<file path="config.mk">
export PLATFORM = sky130hd
export DESIGN_NAME = div_seq_ctrl_flat
export DESIGN_NICKNAME = d
export VERILOG_FILES = /design/src/rtl/div_seq_ctrl_if.sv /design/src/rtl/div_seq_ctrl.sv /design/src/flat_wrapper.sv
export SDC_FILE = /design/constraint.sdc
export NUM_CORES = 1
export LEC_CHECK = 0
export ABC_AREA = 1
export BUFFER_PORTS_ARGS = -buffer_cell sky130_fd_sc_hd__buf_2
export CAP_MARGIN = 20
export CORE_AREA = 2 2 135 163
export DETAILED_ROUTE_END_ITERATION = 6
export DIE_AREA = 0 0 137 165
export HOLD_SLACK_MARGIN = 0.15
export PLACE_DENSITY = 0.72
export SLEW_MARGIN = 10
export SYNTH_ARGS = -nofsm -noshare
export SYNTH_HDL_FRONTEND = slang
export SYNTH_SLANG_ARGS = --single-unit
</file>
<file path="constraint.sdc">
create_clock -name clock -period 2.8 [get_ports clock]
set_input_delay 0.28 -clock clock [delete_from_list [all_inputs] [get_ports clock]]
set_output_delay 0.28 -clock clock [all_outputs]
set_load 0.03 [all_outputs]
</file>
<file path="src/rtl/div_seq_ctrl_if.sv">
// Handshake and operand/result bundle between the multdiv front end (master)
// and the sequential divider (slave).
interface div_seq_ctrl_if #(
  parameter int unsigned WIDTH = 32
);
  logic             start;
  logic [WIDTH-1:0] dividend;
  logic [WIDTH-1:0] divisor;
  logic [WIDTH-1:0] quotient;
  logic [WIDTH-1:0] remainder;
  logic             result_ready;
  logic             exception;
  logic             busy;

  modport master (
    output start, dividend, divisor,
    input  quotient, remainder, result_ready, exception, busy
  );

  modport slave (
    input  start, dividend, divisor,
    output quotient, remainder, result_ready, exception, busy
  );
endinterface

</file>
<file path="src/rtl/div_seq_ctrl.sv">
// Sequential signed restoring divider: one trial-subtract step per clock, then sign fix.
// Define DIV_REMAINDER_EN to build the remainder path; otherwise remainder reads 0.
module div_seq_ctrl #(
  parameter int unsigned WIDTH = 32
) (
  input  logic         clock,
  input  logic         reset_n,
  div_seq_ctrl_if.slave bus
);

  localparam int unsigned CW = $clog2(WIDTH);

  typedef enum logic [1:0] {IDLE, RUN, FIX, DONE} state_t;

  state_t               state, state_nx;
  logic [2*WIDTH-1:0]   aq;
  logic [WIDTH-1:0]     m;
  logic [WIDTH-1:0]     quotient_q;
  logic [CW-1:0]        count;
  logic                 q_neg;
  logic                 exception_q;
  logic                 accept;
  logic                 div_zero;
  logic [2*WIDTH-1:0]   s;
  logic [WIDTH:0]       t;

  function automatic logic [WIDTH-1:0] mag(input logic [WIDTH-1:0] v);
    return v[WIDTH-1] ? -v : v;
  endfunction

  // Unsigned 33-bit trial subtract: the borrow bit stays correct for |0x80000000|.
  always_comb begin
    s        = aq << 1;
    t        = {1'b0, s[2*WIDTH-1:WIDTH]} - {1'b0, m};
    accept   = (state == IDLE) && bus.start;
    div_zero = (bus.divisor == '0);
  end

  always_ff @(posedge clock or negedge reset_n) begin
    if (!reset_n) state <= IDLE;
    else          state <= state_nx;
  end

  always_comb begin
    state_nx         = state;
    bus.result_ready = 1'b0;
    bus.busy         = 1'b0;
    case (state)
      IDLE: if (accept) state_nx = div_zero ? DONE : RUN;
      RUN: begin
        bus.busy = 1'b1;
        if (count == CW'(WIDTH - 1)) state_nx = FIX;
      end
      FIX: begin
        bus.busy = 1'b1;
        state_nx = DONE;
      end
      DONE: begin
        bus.busy         = 1'b1;
        bus.result_ready = 1'b1;
        state_nx         = IDLE;
      end
      default: state_nx = IDLE;
    endcase
  end

  always_ff @(posedge clock or negedge reset_n) begin
    if (!reset_n) begin
      aq          <= '0;
      m           <= '0;
      count       <= '0;
      q_neg       <= 1'b0;
      quotient_q  <= '0;
      exception_q <= 1'b0;
    end else begin
      case (state)
        IDLE: begin
          if (accept) begin
            if (div_zero) begin
              quotient_q  <= '0;
              exception_q <= 1'b1;
            end else begin
              aq    <= {{WIDTH{1'b0}}, mag(bus.dividend)};
              m     <= mag(bus.divisor);
              q_neg <= bus.dividend[WIDTH-1] ^ bus.divisor[WIDTH-1];
              count <= '0;
            end
          end
        end
        RUN: begin
          aq    <= t[WIDTH] ? s : {t[WIDTH-1:0], s[WIDTH-1:1], 1'b1};
          count <= count + CW'(1);
        end
        FIX: begin
          quotient_q  <= q_neg ? -aq[WIDTH-1:0] : aq[WIDTH-1:0];
          exception_q <= 1'b0;
        end
        default: ;
      endcase
    end
  end

  assign bus.quotient  = quotient_q;
  assign bus.exception = exception_q;

`ifdef DIV_REMAINDER_EN
  logic             r_neg;
  logic [WIDTH-1:0] remainder_q;

  always_ff @(posedge clock or negedge reset_n) begin
    if (!reset_n) begin
      r_neg       <= 1'b0;
      remainder_q <= '0;
    end else begin
      case (state)
        IDLE: begin
          if (accept) begin
            if (div_zero) remainder_q <= '0;
            else          r_neg       <= bus.dividend[WIDTH-1];
          end
        end
        FIX:     remainder_q <= r_neg ? -aq[2*WIDTH-1:WIDTH] : aq[2*WIDTH-1:WIDTH];
        default: ;
      endcase
    end
  end

  assign bus.remainder = remainder_q;
`else
  assign bus.remainder = '0;
`endif

endmodule

</file>
<file path="src/flat_wrapper.sv">
// flat-port wrapper written by rule: the top's interface ports become plain ports
module div_seq_ctrl_flat 
#(
  parameter int unsigned WIDTH = 32
)
  (clock, reset_n, bus_start, bus_dividend, bus_divisor, bus_quotient, bus_remainder, bus_result_ready, bus_exception, bus_busy);
  div_seq_ctrl_if #(.WIDTH(WIDTH)) bus_i ();
  input  logic clock;
  input  logic reset_n;
  input wire logic [$bits(bus_i.start)-1:0] bus_start;
  input wire logic [$bits(bus_i.dividend)-1:0] bus_dividend;
  input wire logic [$bits(bus_i.divisor)-1:0] bus_divisor;
  output wire logic [$bits(bus_i.quotient)-1:0] bus_quotient;
  output wire logic [$bits(bus_i.remainder)-1:0] bus_remainder;
  output wire logic [$bits(bus_i.result_ready)-1:0] bus_result_ready;
  output wire logic [$bits(bus_i.exception)-1:0] bus_exception;
  output wire logic [$bits(bus_i.busy)-1:0] bus_busy;
  assign bus_i.start = bus_start;
  assign bus_i.dividend = bus_dividend;
  assign bus_i.divisor = bus_divisor;
  assign bus_quotient = bus_i.quotient;
  assign bus_remainder = bus_i.remainder;
  assign bus_result_ready = bus_i.result_ready;
  assign bus_exception = bus_i.exception;
  assign bus_busy = bus_i.busy;
  div_seq_ctrl #(.WIDTH(WIDTH)) u_core (.clock(clock), .reset_n(reset_n), .bus(bus_i));
endmodule
</file>
After elaboration in Yosys (flattened, before gate mapping)
Index checks and enable logic that the tools add are counted.

Memories: 0. Word-level logic and storage cells: 54. Register bits: 136. Output and inout bits: 67. Memory bits (read-only): 0. Memory bits (writable): 0. Bits in latches: 0. Input port bits: 67.

$lt $le $gt $ge: 0. Muxes and demuxes: 22. Equality and inequality tests: 8. Add/sub/neg operators: 5. Divide/modulo/power cells: 0. Bitwise logic cells: 2. Shift operators: 0. Reduce and logical (&&, ||, !) cells: 10. Multipliers: 0.

Operators with widths (count): $mux W63 (3); $mux W32 (5); $pmux W63 S2 (1); $neg A32 Y32 (3); $pmux W32 S2 (1); $sub A32 B32 Y33 (1); $logic_not A32 Y1 (1); $mux W5 (2); $pmux W5 S2 (1); $reduce_and A3 Y1 (3); $pmux W2 S4 (1); $mux W2 (3); $ne A2 B1 Y1 const B (3); $add A5 B1 Y5 const B (1); $eq A5 B5 Y1 const B (1); $eq A2 B2 Y1 const B (2); $mux W1 (4); $reduce_bool A2 Y1 (2); $reduce_or A3 Y1 (1); $eq A2 B1 Y1 const B (1); $logic_not A2 Y1 (1); $ne A2 B2 Y1 const B (1); $pmux W1 S2 (1); $reduce_and A2 Y1 (1); other kinds (3) (3).

Depth between registers and ports, before layout
Depth after elaboration: 5. Mapped depth: 17. Mapped depth without buffers: 16.

Worst setup path before layout
OpenSTA, ideal clock, no wires.

Kind: reg-to-reg. From: reg u_core.aq[31]. To: reg u_core.aq[61]. Stages on the path, launching flop included: 18. Clock period less this slack: 2.129 ns. Path buffers: 1. Arrival time: 2.012 ns. Setup slack: 0.671 ns. Library setup time: 0.116 ns. Data required time: 2.684 ns. Path through: dfrtp_1 -> inv_1 -> ha_1 -> inv_1 -> fa_1 -> nand2_1 -> nand2_1 -> nand3_1 -> nand2_1 -> nand2_1 -> nand2_1 -> nand2_2 -> buf_2 -> nand3_1 -> nand2_1 -> inv_1 -> nand2_1 -> nand2_1.

Word-level cells in the longest chain between the ends: 3.

RTL lines: from (decl) (line div_seq_ctrl.sv:16) `logic [2*WIDTH-1:0] aq;`; from (signal assigned) (line div_seq_ctrl.sv:83) `aq <= {{WIDTH{1'b0}}, mag(bus.dividend)};`; from (signal assigned) (line div_seq_ctrl.sv:91) `aq <= t[WIDTH] ? s : {t[WIDTH-1:0], s[WIDTH-1:1], 1'b1};`; $sub A32 B32 Y33 (line div_seq_ctrl.sv:34) `t = {1'b0, s[2*WIDTH-1:WIDTH]} - {1'b0, m};`; $mux W63 (line div_seq_ctrl.sv:91); $pmux W63 S2 (line div_seq_ctrl.sv:76) `case (state)`.

Every way passes these cells. A chain may end at the register's enable or synchronous reset.

Worst setup path after layout
From: reg u_core.aq[31]. To: reg u_core.aq[45].

Same word-level chain as after synthesis.

==> out/results.txt <==
critical path data required time: 3.15 ns
DRT iter0 DRCs: 663
total track usage: 30.4%
total setup buffers inserted after CTS: 0
Hold Violations, Final: 0
TritonCTS Buffers: 17
via/cell ratio: 5.19
Die Y-Extent: 165 um
Clock Latency Late Sink: 0.43 ns
Finished Layout Cells: 2183
most used flip-flop cell after synthesis: dfrtp_1
Min Hold Slack: 0.166 ns
Root Driver: clkbuf_16
reg2reg path depth: 16
CP most frequent cell: nand2_1
die width: 137 um
maximum clock rate: 404 MHz
Core Area: 0.0209 mm^2
worst hold stages: 4
Post-synth EDFFs: 0
CP Max Fanout: 12
Final GP Congestion: 0.972
top cells by area, synth: dfrtp_1 (30%), nand2_1 (21%), inv_1 (9.1%)
CP Launch Type: register
setup_tns: 0 ns
reg-to-reg setup timing slack: 0.32 ns
largest family of logic cells by synthesized area: simple AND/OR/NAND/NOR gates
GR Overflow Total: 0
Tcrit/Tclk final: 88.5%
final setup fails: 0
Leakage: 7.06 nW
Synth Area in Compound Gates: 7.75%
Worst Hold Endpoint: u_core.aq[25]$_DFFE_PN0P_
post-CTS resize count: 0
Synth cell types: 41
initial antenna violation count: 4
top cell type's share of synthesized area: 29.9%
Clk pin slew, worst setup/hold paths: 0.07 ns
CP Capture Type: register
Max Cap Violations: 0
Vias: 11300
largest net degree at the start of global routing: 65
mux share of post-synthesis cell area: 0%
Hold Buf Count CTS: 2
Die ar.: 0.0226 mm^2
first-pass GRT wire length: 53200 um
Synth Area in Simple Gates: 38.2%
worst IR drop on VDD: 704 uV
Routed Antenna Nets: 0
dpl cells: 2146
YS warnings: 0
HP Start: bus_dividend[25]
area leader, netlist: dfrtp_1
IO Count: 134
CTS Buffer Depth: 2
worst path arrival time: 2.83 ns
synth cell count leaders: nand2_1 (628), inv_1 (275), nand3_1 (175)
Final nets: 2006
detailed placement HPWL: 26100 um
final WL: 33600 um
Pwr per Cell Area: 1260 mW/mm^2
vias in the first global route: 10900
Slew Limit Fails: 0
initial core utilization: 54.4%
port buffer count: 101
count leader, synth: nand2_1
CP max stage cell: fa_1
H-Tree Depth: 4
CP max stage delay: 0.45 ns
First-pass DRT Iterations: 5
Reg2Reg Capture Point: u_core.aq[45]$_DFFE_PN0P_
DRC viols: 0
Post-Syn Area: 0.0114 mm^2
ys async rst share: 100%
FF-to-FF Start: u_core.aq[31]$_DFFE_PN0P_
CP Cell Sequence: inv_1, ha_1, inv_1, fa_1, nand2_1, nand2_1, nand3_1, nand2_1, nand2_1, nand2_1, nand2_2, nand2_2, buf_4, nand2_1, nand3_1, o21ai_1
post-synthesis average cell area: 6.30 um^2
xor/xnor share of the synthesized area: 5.62%
Post-Synth Adder-Cell Area: 4.69%
CTS tree: yes
worst min-delay path class: in -> reg
Layout Skew: 0.0122 ns
crit path kind: reg -> reg
total clock sinks: 136
RSZ-0062 raised after global routing: no
#FFs+latches synth: 136
layout cells sized above 1: 9.16%
synthesis-to-finish area growth: 10.8%
min Tclk post-route: 2.48 ns
row count: 58
worst relative slew slack: 54.1%
post-DR wirelength/cell: 15.4 um
register area share after synthesis: 29.9%
status: finished, final reports clean
Worst-Margin Slew: 0.689 ns
Syn Inst Count: 1806
-- placed cells by master (no fill, tap or decap), types with 6 or more instances in the layout --
| master | n |
|---|---|
| buf_2 | 100 |
| clkbuf_16 | 17 |
| o21ai_0 | 50 |
| inv_6 | 6 |
| nor3_1 | 10 |
| nor2_1 | 171 |
| buf_4 | 18 |
| ha_1 | 41 |
| conb_1 | 32 |
| nand2_1 | 628 |
| dfrtp_1 | 136 |
| nand4_1 | 16 |
| xnor2_1 | 20 |
| inv_1 | 275 |
| a21oi_1 | 25 |
| o211ai_1 | 26 |
| xor2_1 | 53 |
| nand3b_1 | 21 |
| nand3_1 | 175 |
| o21ai_1 | 39 |
-- where the power goes --
group          total [W]  switching, W  leakage (nW)  internal [W]
Combinational    0.00999       0.00679          4.97       0.00320
Clock            0.00231       0.00103         0.296       0.00128
Sequential       0.00355      0.000738          1.80       0.00281
-- worst max path at each step --
stage                                         start  cells past startpoint  slack (ns)                   endpoint
after floorplan           u_core.aq[31]$_DFFE_PN0P_                     17        0.67  u_core.aq[61]$_DFFE_PN0P_
after global placement    u_core.aq[31]$_DFFE_PN0P_                     15        0.45  u_core.aq[35]$_DFFE_PN0P_
after detailed placement  u_core.aq[31]$_DFFE_PN0P_                     16        0.34  u_core.aq[39]$_DFFE_PN0P_
after global routing      u_core.aq[31]$_DFFE_PN0P_                     16        0.07  u_core.aq[45]$_DFFE_PN0P_
after CTS                 u_core.aq[31]$_DFFE_PN0P_                     16        0.32  u_core.aq[39]$_DFFE_PN0P_
final                     u_core.aq[31]$_DFFE_PN0P_                     16        0.32  u_core.aq[45]$_DFFE_PN0P_
-- per-layer routing --
metal | GRT usage [%] | up-vias | routed length [um]
li1 | - | 5732 | -
met3 | 3.84 | 89 | 1110
met2 | 57.3 | 273 | 17900
met5 | 0 | - | 15
met4 | 17.0 | 2 | 1800
met1 | 32.3 | 5234 | 12700
-- cell type report --
cell class | instances | area (um^2)
timing repair buffer | 122 | 687
tap | 270 | 338
antenna | 3 | 7.51
clock buffer | 17 | 425
multi-input combinational | 1342 | 6520
fill | 2087 | 8300
inverter | 278 | 1040
sequential | 136 | 3400
clock inverter | 15 | 173
-- worst max-delay path, delay by kind of cell, from the launching register on --
| kind | cells | cell delay, ns |
|---|---|---|
| and+or+nand+nor | 10 | 0.90 |
| buffers and inverters | 3 | 0.39 |
| adders and majority gates | 2 | 0.59 |
| DFF | 1 | 0.40 |
| AOI/OAI and AO/OA | 1 | 0.11 |
-- cell families (layout without fill, tap and decap cells) --
| group | count (synthesis) | count (layout) |
|---|---|---|
| buffers and inverters | 359 | 432 |
| adder cells (fa/ha/maj) | 42 | 42 |
| other | 1 | 35 |
| XOR/XNOR | 73 | 73 |
| flip-flops | 136 | 136 |
| AND/OR/NAND/NOR | 1041 | 1041 |
| AO/OA/AOI/OAI | 154 | 154 |
-- flip-flops by register name (all words and copies together), names as in the netlist --
name	cells
u_core.count	5
u_core.aq	63
u_core.q_neg	1
u_core.bus.quotient	32
u_core.bus.exception	1
u_core.m	32
u_core.state	2
-- through the flow --
step	total power (W)	util, %	instance area, um^2	setup slack (ns)
detailed placement	0.0134	57.3	12000	0.340
global route	0.0173	60.3	12600	0.0698
finish	0.0158	60.3	12600	0.323
floorplan	0.0110	-	11500	0.671
CTS	0.0158	60.2	12600	0.318
global placement	0.0133	57.3	12000	0.453
Power figures use the tool's default switching activity.
